`src/rtl/shaped_traffic_injector.sv`:
```
// Multi-queue AXI-Stream packet source: round-robin queue selection, FCP credit
// gating, token-bucket shaping, fixed or sweeping packet lengths, statistics.
module shaped_traffic_injector #(
  parameter int QUEUE_INDEX_WIDTH = 4,
  parameter int DATA_WIDTH        = 64,
  parameter int MIN_PKT_BYTES     = 64,
  parameter int MAX_PKT_BYTES     = 256,
  parameter int LEN_MODE          = 0,
  parameter int TOKEN_WIDTH       = 24,
  parameter bit INIT_QUEUE_EN     = 1'b1,
  parameter bit IGNORE_FCP_MODE   = 1'b0
) (
  input  logic                         clk,
  input  logic                         rst,
  input  logic                         enable,
  input  logic                         cfg_valid,
  input  logic [QUEUE_INDEX_WIDTH-1:0] cfg_queue_idx,
  input  logic                         stop_cmd_valid,
  input  logic [QUEUE_INDEX_WIDTH-1:0] stop_queue_idx,
  input  logic                         shape_en,
  input  logic [15:0]                  rate_inc,
  input  logic [TOKEN_WIDTH-1:0]       bucket_max,
  input  logic                         fcp_valid,
  input  logic [QUEUE_INDEX_WIDTH-1:0] fcp_vc,
  input  logic [31:0]                  fcp_fccl,
  output logic [DATA_WIDTH-1:0]        m_axis_pkt_tdata,
  output logic                         m_axis_pkt_tvalid,
  output logic                         m_axis_pkt_tlast,
  output logic [DATA_WIDTH/8-1:0]      m_axis_pkt_tkeep,
  input  logic                         m_axis_pkt_tready,
  output logic                         busy,
  input  logic [QUEUE_INDEX_WIDTH-1:0] stat_queue_idx,
  output logic [31:0]                  stat_queue_pkt_count,
  output logic [63:0]                  tx_pkt_count,
  output logic [63:0]                  tx_byte_count,
  output logic [1:0]                   o_dbg_state
);
  localparam int NQ    = 1 << QUEUE_INDEX_WIDTH;
  localparam int BYTES = DATA_WIDTH / 8;
  localparam int BSH   = $clog2(BYTES);
  localparam int CW    = ((TOKEN_WIDTH > 16) ? TOKEN_WIDTH : 16) + 1;

  typedef enum logic [1:0] {ST_IDLE = 2'd0, ST_ARB = 2'd1, ST_SEND = 2'd2} state_t;

  state_t                       r_state;
  logic [NQ-1:0]                r_queue_en;
  logic [31:0]                  r_fccl    [NQ];
  logic [31:0]                  r_tx_pkts [NQ];
  logic [TOKEN_WIDTH-1:0]       r_bucket;
  logic [15:0]                  r_cur_len;
  logic [15:0]                  r_len;
  logic [QUEUE_INDEX_WIDTH-1:0] r_rr_ptr;
  logic [QUEUE_INDEX_WIDTH-1:0] r_queue;
  logic [31:0]                  r_seq;
  logic [15:0]                  r_beat;
  logic [15:0]                  r_last_beat;
  logic [DATA_WIDTH-1:0]        r_tdata;
  logic [BYTES-1:0]             r_tkeep;
  logic                         r_tvalid;
  logic                         r_tlast;
  logic [31:0]                  r_stat;
  logic [63:0]                  r_tx_pkt_count;
  logic [63:0]                  r_tx_byte_count;

  logic [NQ-1:0]                w_elig;
  logic                         w_found;
  logic [QUEUE_INDEX_WIDTH-1:0] w_pick;
  logic                         w_bucket_ok;
  logic                         w_launch;
  logic [15:0]                  w_debit;
  logic [CW-1:0]                w_bucket_sum;
  logic [TOKEN_WIDTH-1:0]       w_bucket_next;
  logic [16:0]                  w_nbeats;
  logic [15:0]                  w_last_idx;
  logic                         w_accept;

  // Beat 0 carries the header; later beats carry the low byte of each packet offset.
  function automatic logic [DATA_WIDTH-1:0] beat_data(input logic [15:0] beat,
      input logic [15:0] len, input logic [QUEUE_INDEX_WIDTH-1:0] q, input logic [31:0] seq);
    logic [DATA_WIDTH-1:0] d;
    d = '0;
    if (beat == 16'd0) begin
      d[63:0] = {16'(q), len, seq};
    end else begin
      for (int j = 0; j < BYTES; j++) begin
        d[8*j +: 8] = 8'((beat << BSH) + 16'(j));
      end
    end
    return d;
  endfunction

  function automatic logic [BYTES-1:0] beat_keep(input logic is_last, input logic [15:0] len);
    logic [BYTES-1:0] k;
    logic [15:0]      rem;
    rem = len & 16'(BYTES - 1);
    for (int j = 0; j < BYTES; j++) begin
      k[j] = !is_last || (rem == 16'd0) || (16'(j) < rem);
    end
    return k;
  endfunction

  always_comb begin
    w_elig = '0;
    for (int q = 0; q < NQ; q++) begin
      w_elig[q] = r_queue_en[q] &&
                  (IGNORE_FCP_MODE || ($signed(r_fccl[q] - r_tx_pkts[q]) > 0));
    end
  end

  // Search starts one past the last winner; i == NQ wraps back to r_rr_ptr itself.
  always_comb begin
    logic [QUEUE_INDEX_WIDTH-1:0] v_cand;
    v_cand  = '0;
    w_found = 1'b0;
    w_pick  = r_rr_ptr;
    for (int i = 1; i <= NQ; i++) begin
      v_cand = r_rr_ptr + i[QUEUE_INDEX_WIDTH-1:0];
      if (!w_found && w_elig[v_cand]) begin
        w_found = 1'b1;
        w_pick  = v_cand;
      end
    end
  end

  assign w_bucket_ok   = !shape_en || (CW'(r_bucket) >= CW'(r_cur_len));
  assign w_launch      = (r_state == ST_ARB) && w_found && w_bucket_ok;
  assign w_debit       = (w_launch && shape_en) ? r_cur_len : 16'd0;
  assign w_bucket_sum  = CW'(r_bucket) - CW'(w_debit) + CW'(rate_inc);
  assign w_bucket_next = (w_bucket_sum > CW'(bucket_max)) ? bucket_max
                                                          : w_bucket_sum[TOKEN_WIDTH-1:0];
  assign w_nbeats      = (17'(r_cur_len) + 17'(BYTES - 1)) >> BSH;
  assign w_last_idx    = 16'(w_nbeats - 17'd1);

  // Handshake: a beat transfers on a rising edge with tvalid & tready both high;
  // once tvalid is raised, tdata/tkeep/tlast hold until that transfer happens.
  assign w_accept = r_tvalid && m_axis_pkt_tready;

  always_ff @(posedge clk or posedge rst) begin
    if (rst) begin
      r_state         <= ST_IDLE;
      r_queue_en      <= {NQ{INIT_QUEUE_EN}};
      for (int q = 0; q < NQ; q++) begin
        r_fccl[q]    <= '0;
        r_tx_pkts[q] <= '0;
      end
      r_bucket        <= '0;
      r_cur_len       <= 16'(MIN_PKT_BYTES);
      r_len           <= '0;
      r_rr_ptr        <= '0;
      r_queue         <= '0;
      r_seq           <= '0;
      r_beat          <= '0;
      r_last_beat     <= '0;
      r_tdata         <= '0;
      r_tkeep         <= '0;
      r_tvalid        <= 1'b0;
      r_tlast         <= 1'b0;
      r_stat          <= '0;
      r_tx_pkt_count  <= '0;
      r_tx_byte_count <= '0;
    end else begin
      // Stop is applied after cfg so it wins on a same-queue collision.
      if (cfg_valid)      r_queue_en[cfg_queue_idx]  <= 1'b1;
      if (stop_cmd_valid) r_queue_en[stop_queue_idx] <= 1'b0;
      if (fcp_valid)      r_fccl[fcp_vc]             <= fcp_fccl;
      if (shape_en)       r_bucket                   <= w_bucket_next;
      r_stat <= r_tx_pkts[stat_queue_idx];

      case (r_state)
        ST_IDLE: if (enable) r_state <= ST_ARB;
        ST_ARB: begin
          if (w_launch) begin
            r_queue     <= w_pick;
            r_rr_ptr    <= w_pick;
            r_len       <= r_cur_len;
            r_beat      <= '0;
            r_last_beat <= w_last_idx;
            r_tdata     <= beat_data(16'd0, r_cur_len, w_pick, r_seq);
            r_tkeep     <= beat_keep(w_last_idx == 16'd0, r_cur_len);
            r_tlast     <= (w_last_idx == 16'd0);
            r_tvalid    <= 1'b1;
            r_state     <= ST_SEND;
          end else if (!enable) begin
            r_state <= ST_IDLE;
          end
        end
        ST_SEND: begin
          if (w_accept) begin
            if (r_tlast) begin
              r_tvalid           <= 1'b0;
              r_tlast            <= 1'b0;
              r_tkeep            <= '0;
              r_tdata            <= '0;
              r_tx_pkts[r_queue] <= r_tx_pkts[r_queue] + 32'd1;
              r_seq              <= r_seq + 32'd1;
              r_tx_pkt_count     <= r_tx_pkt_count + 64'd1;
              r_tx_byte_count    <= r_tx_byte_count + 64'(r_len);
              if (LEN_MODE != 0) begin
                r_cur_len <= (r_cur_len >= 16'(MAX_PKT_BYTES)) ? 16'(MIN_PKT_BYTES)
                                                               : r_cur_len + 16'd1;
              end
              r_state <= enable ? ST_ARB : ST_IDLE;
            end else begin
              r_beat  <= r_beat + 16'd1;
              r_tdata <= beat_data(r_beat + 16'd1, r_len, r_queue, r_seq);
              r_tkeep <= beat_keep((r_beat + 16'd1) == r_last_beat, r_len);
              r_tlast <= ((r_beat + 16'd1) == r_last_beat);
            end
          end
        end
        default: r_state <= ST_IDLE;
      endcase
    end
  end

  assign m_axis_pkt_tdata     = r_tdata;
  assign m_axis_pkt_tvalid    = r_tvalid;
  assign m_axis_pkt_tlast     = r_tlast;
  assign m_axis_pkt_tkeep     = r_tkeep;
  assign busy                 = (r_state != ST_IDLE);
  assign stat_queue_pkt_count = r_stat;
  assign tx_pkt_count         = r_tx_pkt_count;
  assign tx_byte_count        = r_tx_byte_count;
  assign o_dbg_state          = r_state;
endmodule
```
`config.mk`:
```
export PLATFORM = sky130hd
export DESIGN_NAME = shaped_traffic_injector
export DESIGN_NICKNAME = d
export VERILOG_FILES = /design/src/rtl/shaped_traffic_injector.sv
export SDC_FILE = /design/constraint.sdc
export NUM_CORES = 2
export LEC_CHECK = 0
export BUFFER_PORTS_ARGS = -buffer_cell sky130_fd_sc_hd__buf_2
export CAP_MARGIN = 30
export CORE_ASPECT_RATIO = 1.5
export CORE_MARGIN = 2
export CORE_UTILIZATION = 29
export CTS_BUF_LIST = sky130_fd_sc_hd__clkbuf_8
export CTS_CLUSTER_SIZE = 12
export DETAILED_ROUTE_END_ITERATION = 10
export MAX_ROUTING_LAYER = met4
export PLACE_DENSITY_LB_ADDON = 0.3
export SLEW_MARGIN = 15
export SYNTH_ARGS = -nofsm -noshare
export SYNTH_HDL_FRONTEND = slang
export SYNTH_SLANG_ARGS = --single-unit
export TNS_END_PERCENT = 1
```
`constraint.sdc`:
```
create_clock -name clk -period 87 [get_ports clk]
set_clock_uncertainty 0.2 [all_clocks]
set_input_delay 13.05 -clock clk [delete_from_list [all_inputs] [get_ports clk]]
set_output_delay 13.05 -clock clk [all_outputs]
set_load 0.01 [all_outputs]
```
After elaboration in Yosys (flattened, before gate mapping). Index checks and enable logic that the tools add are counted.

Equality and inequality tests: 9. $lt $le $gt $ge: 59. Mux-type cells: 112. Bitwise logic cells: 6. Shift operators: 0. Multipliers: 0. Div/mod/pow operators: 0. Reduce and logical (&&, ||, !) cells: 89. Add/subtract/negate cells: 47.

Operators by type and width (count): bitwise mux 512 bit (2); greater-than comparator 32 x 1 -> 1 bit (second input constant) (16); subtractor 32 bit (16); binary-select mux 32 bit (select 4 bit) (2); demux 32 bit (select 4 bit) (2); 2-to-1 mux 64 bit (4); 2-to-1 mux 32 bit (6); one-hot mux 64 bit (2 select lines) (1); 2-to-1 mux 16 bit (6); less-than comparator 4 x 5 -> 1 bit (second input constant) (18); adder 32 x 1 -> 32 bit (second input constant) (2); adder 64 x 1 -> 64 bit (second input constant) (1); adder 64 x 16 -> 64 bit (1); binary-select mux 1 bit (select 4 bit) (16); logical NOT 16 bit (4); 2-to-1 mux 4 bit (16); 2-to-1 mux 1 bit (41); logical AND 1 bit (39); adder 4 bit (second input constant) (8); adder 8 x 3 -> 8 bit (second input constant) (4); one-hot mux 16 bit (2 select lines) (1); adder 25 x 16 -> 25 bit (1); greater-than comparator 25 x 24 -> 1 bit (1); subtractor 24 x 16 -> 25 bit (1); 38 further kinds (113).

Flip-flop bits (word level): 1384. Word-level logic and storage cells: 369. Bits in writable memories: 0. ROM bits: 0. Memories: 0. Latch bits: 0.

Depth between registers and ports, before layout.
Depth after elaboration: 59. Mapped depth: 25. Gate-level depth less buffers: 21.

Worst setup path before layout. OpenSTA, ideal clock, no wires.

Path kind: input -> register. Start point: input port m_axis_pkt_tready. End point: register r_tx_pkt_count[63] (netlist: tx_pkt_count[63]). Data required time: 86721 ps. Stages: 15. Library setup time: 79 ps. Path slack: 70788 ps. Path buffers: 0. Arrival time: 15933 ps. Cell sequence: nand2_1 or3_1 or2_2 nor2_1 and3_1 nor2b_1 and3_1 nor2b_1 nand2_1 nor2_1 nand2_1 nor2_1 nand3_1 nor4_1 xor2_1.

Cells in the longest elaborated chain, start to end: 2.

RTL lines: from (decl) (RTL line 30) `input logic m_axis_pkt_tready,`; logical AND 1 bit (RTL line 136) `assign w_accept = r_tvalid && m_axis_pkt_tready;`; AND reduction 3 bit (no source line); to (signal assigned) (RTL line 196) `r_tx_pkt_count <= r_tx_pkt_count + 64'd1;`; to (decl) (RTL line 62) `logic [63:0] r_tx_pkt_count;`.

Every way passes these cells. A chain may end at the register's enable or synchronous reset.

Worst setup path after layout. Ends and elaborated chain as after synthesis.

==> reports/metrics.yaml <==
critPathMaxStageDelay_ns: 0.46
ys_types: 128
fin_crit_sh_pct: 18.7
startpoint_type: "input port"
hold_viol_final: 0
grt-ovfl-total: 0
cts_made_buffers: 218
routed_wl_um: 425000
ys_seq_area_share_pct: 33.3
p_leak_nw: 42.3
critPathTopFamily: "simple AND/OR/NAND/NOR gates"
ys.flop_type: "dfrtp_1"
antenna_found_initial: 71
worst_slew_pin_slew_ns: 1.13
crit_required_ns: 87.77
ys_warn_count: 16
fmax_ghz: 0.0614
timing.final.max_slew_violations: 0
vias: 84700
initial_core_util_pct: 29.1
fin_crit_ns: 16.30
io_buffers: 224
irDropWorstVdd_mv: 0.0148
syn_avg_cell_area_sq_um: 9.11
yosys.area.top_type: "dfrtp_1"
worst-path-max-fanout: 6
grt_max_degree: 165
critPathSlowestCell: "or3_1"
rsz0062_at_grt: "false"
max_cap_violations: 0
relSlewSlack_pct: 24.0
htreeDepth: 4
finalPower_mw: 2.19
crit_type: "input port to flop"
area_growth_pct: 11.1
crit_chain: "buf_2 -> nand2_1 -> or3_1 -> or2_2 -> nor2_1 -> and3_1 -> nor2b_1 -> and3_1 -> nor2b_1 -> nand2_1 -> nor2_1 -> nand2_1 -> nor2_1 -> nand3_1 -> nor4_1 -> xor2_1"
layout_setup_ws_ns: 70.70
cp.arrival_ns: 17.07
pin_count: 333
clock_sinks: 1236
hold_class: "flop to flop"
drt_iter0_markers: 7907
tns_ns: 0
die_x_um: 466
final_util_pct: 32.4
synth_edf_count: 0
endpoint_kind: "flop"
ys_ff_latch: 1236
avgViaCountPerCell: 5.77
clk_root_buffer_cell: "clkbuf_8"
final_nets: 10800
cts_hold_buf: 0
async_flop_share_pct: 100
synth_top_area_share_pct: 32.8
grt_usage_pct: 26.1
outcome: "completed"
synthCells: 10200
finalSetupViolations: 0
ctsLongestPathBuffers: 4
cts.clk_slew.worst_paths_ns: 0.06
nFillCells: 33700
dp_slack_ns: 69.48
synthTopCellsByArea: "dfrtp_1 (33%), mux4_2 (7.8%), ha_1 (6.9%)"
core_sq_mm: 0.319
first_pass_iters: 6
routedWlPerCell_um: 29.0
postCtsSetupRepairBufs: 0
power-per-cell-area_mw_per_mm2: 21.2
die_height_um: 698
num_rows: 254
grt_pass1_wl_um: 598000
place_congestion: 1.02
drive_above_1_share_pct: 17.0
dp_hpwl_um: 322000
clkLatencyLatePin_ns: 1.09
drc: 0
dieArea_sq_mm: 0.325
cts.repair.resized: 0
syn_area_sq_mm: 0.0930
ant_nets: 0
critPathBufInv: 1
grt_pass1_vias: 81700
tritoncts: "built"
[metrics by stage]
stage,instance area [sq um],instances,hold slack [ns]
floorplan,93300,10300,0.240
global placement,98400,14200,0.254
detailed placement,98600,14200,0.257
CTS,103000,14600,0.266
global route,103000,14600,0.272
finish,103000,14700,0.267
[worst reg2reg max path, delay by kind of cell (launching register included)]
kind / cells / cell delay [ns]
flip-flops: 1 / 0.41
buffers and inverters: 2 / 0.75
multiplexers: 1 / 0.43
adder cells (fa/ha/maj): 1 / 0.39
AND/OR/NAND/NOR: 5 / 1.93
AO/OA/AOI/OAI: 11 / 4.02
[final cells by class]
class	count	area [sq um]	share of cell area, %
Timing Repair Buffer	373	2630	2.54
Clock inverter	110	589	0.570
Sequential cell	1236	31000	30.0
Antenna cell	74	185	0.179
Multi-Input combinational cell	7732	57500	55.6
Tap cell	4224	5290	5.12
Clock buffer	270	3720	3.60
Inverter	653	2460	2.38
[cells in the mapped netlist (47+ instances only)]
cell,count
a2111oi_0,47
a211oi_1,101
a21o_1,163
a21oi_1,649
a31oi_1,94
and2_1,71
and3_1,100
buf_4,98
clkbuf_1,469
dfrtp_1,1220
ha_1,514
inv_1,651
mux2_2,548
mux2i_1,54
mux4_2,323
nand2_1,1178
nand2b_1,71
nand3_1,245
nand4_1,191
nor2_1,542
nor2b_1,69
nor3_1,177
nor4_1,71
o2111ai_1,60
o211ai_1,108
o21a_1,108
o21ai_0,867
o21ai_1,61
o21bai_1,57
o31ai_1,56
or3_1,80
xnor2_1,237
xor2_1,112
[cells in the final DEF (no fill, tap or decap), types with 60 or more instances in the layout]
| cell | count |
|---|---|
| a31oi_1 | 94 |
| inv_1 | 713 |
| o21ai_1 | 61 |
| diode_2 | 74 |
| mux4_2 | 323 |
| mux2_2 | 548 |
| o211ai_1 | 108 |
| xnor2_1 | 217 |
| nand2_1 | 1178 |
| nor2b_1 | 69 |
| and2_1 | 71 |
| ha_1 | 513 |
| nand4_1 | 191 |
| a211oi_1 | 100 |
| nor4_1 | 69 |
| conb_1 | 67 |
| dfrtp_1 | 1217 |
| a21oi_1 | 649 |
| buf_2 | 224 |
| buf_4 | 121 |
| nor3_1 | 173 |
| xor2_1 | 102 |
| nand2b_1 | 71 |
| a21o_1 | 163 |
| or3_1 | 80 |
| nor2_1 | 537 |
| clkbuf_8 | 270 |
| o2111ai_1 | 60 |
| nand3_1 | 228 |
| o21a_1 | 108 |
| o21ai_0 | 867 |
| and3_1 | 100 |
[routing by layer]
metal	vias to the layer above	part of all wire, %	global-route usage (%)
li1	37600	-	-
met1	41900	34	26.3
met2	3788	47	41.6
met3	1406	6.0	4.35
met4	0	13	27.2
met5	-	0	-
[logic make-up (layout without fill, tap and decap cells)]
logic type	count (synthesis)	after routing	share of synthesized area, %
mux	931	931	15.1
simple gates	3001	3001	15.6
fa+ha+maj	530	530	7.26
compound gates	2854	2854	19.7
buf+inv	1308	1406	5.78
other cells	1	141	0.00403
xor+xnor	349	349	3.29
flops	1236	1236	33.3
[final timing paths]
kind / end / start / slack, ns / depth (start not counted)
worst max-delay path: tx_pkt_count[63] / m_axis_pkt_tready / 70.70 / 16
worst min-delay path: tx_pkt_count[63] / tx_pkt_count[63] / 0.27 / 1
worst max register to register: m_axis_pkt_tdata[62] / r_tx_pkts[463] / 78.76 / 20
worst min register to register: tx_pkt_count[63] / tx_pkt_count[63] / 0.27 / 1
max in group asynchronous: r_fccl[61] / rst / 70.93 / 6
min in group asynchronous: stat_queue_pkt_count[19] / rst / 11.88 / 2
[report_power, final]
| group | internal [mW] | total, mW | switching, mW | leakage (nW) |
|---|---|---|---|---|
| Sequential | 0.634 | 0.671 | 0.0373 | 16.0 |
| Clock | 0.287 | 0.567 | 0.279 | 2.48 |
| Combinational | 0.359 | 0.952 | 0.593 | 23.8 |
| Total | 1.28 | 2.19 | 0.910 | 42.3 |
[sequential cells by signal, indices dropped and copies added (netlist names), 2 cells and up]
name                  flops
r_queue_en               16
r_queue                   4
r_seq                    32
r_beat                   16
tx_pkt_count             64
r_tx_pkts               512
o_dbg_state               2
stat_queue_pkt_count     32
m_axis_pkt_tdata         42
r_fccl                  512
No activity file was read; power rests on OpenSTA's default activity.
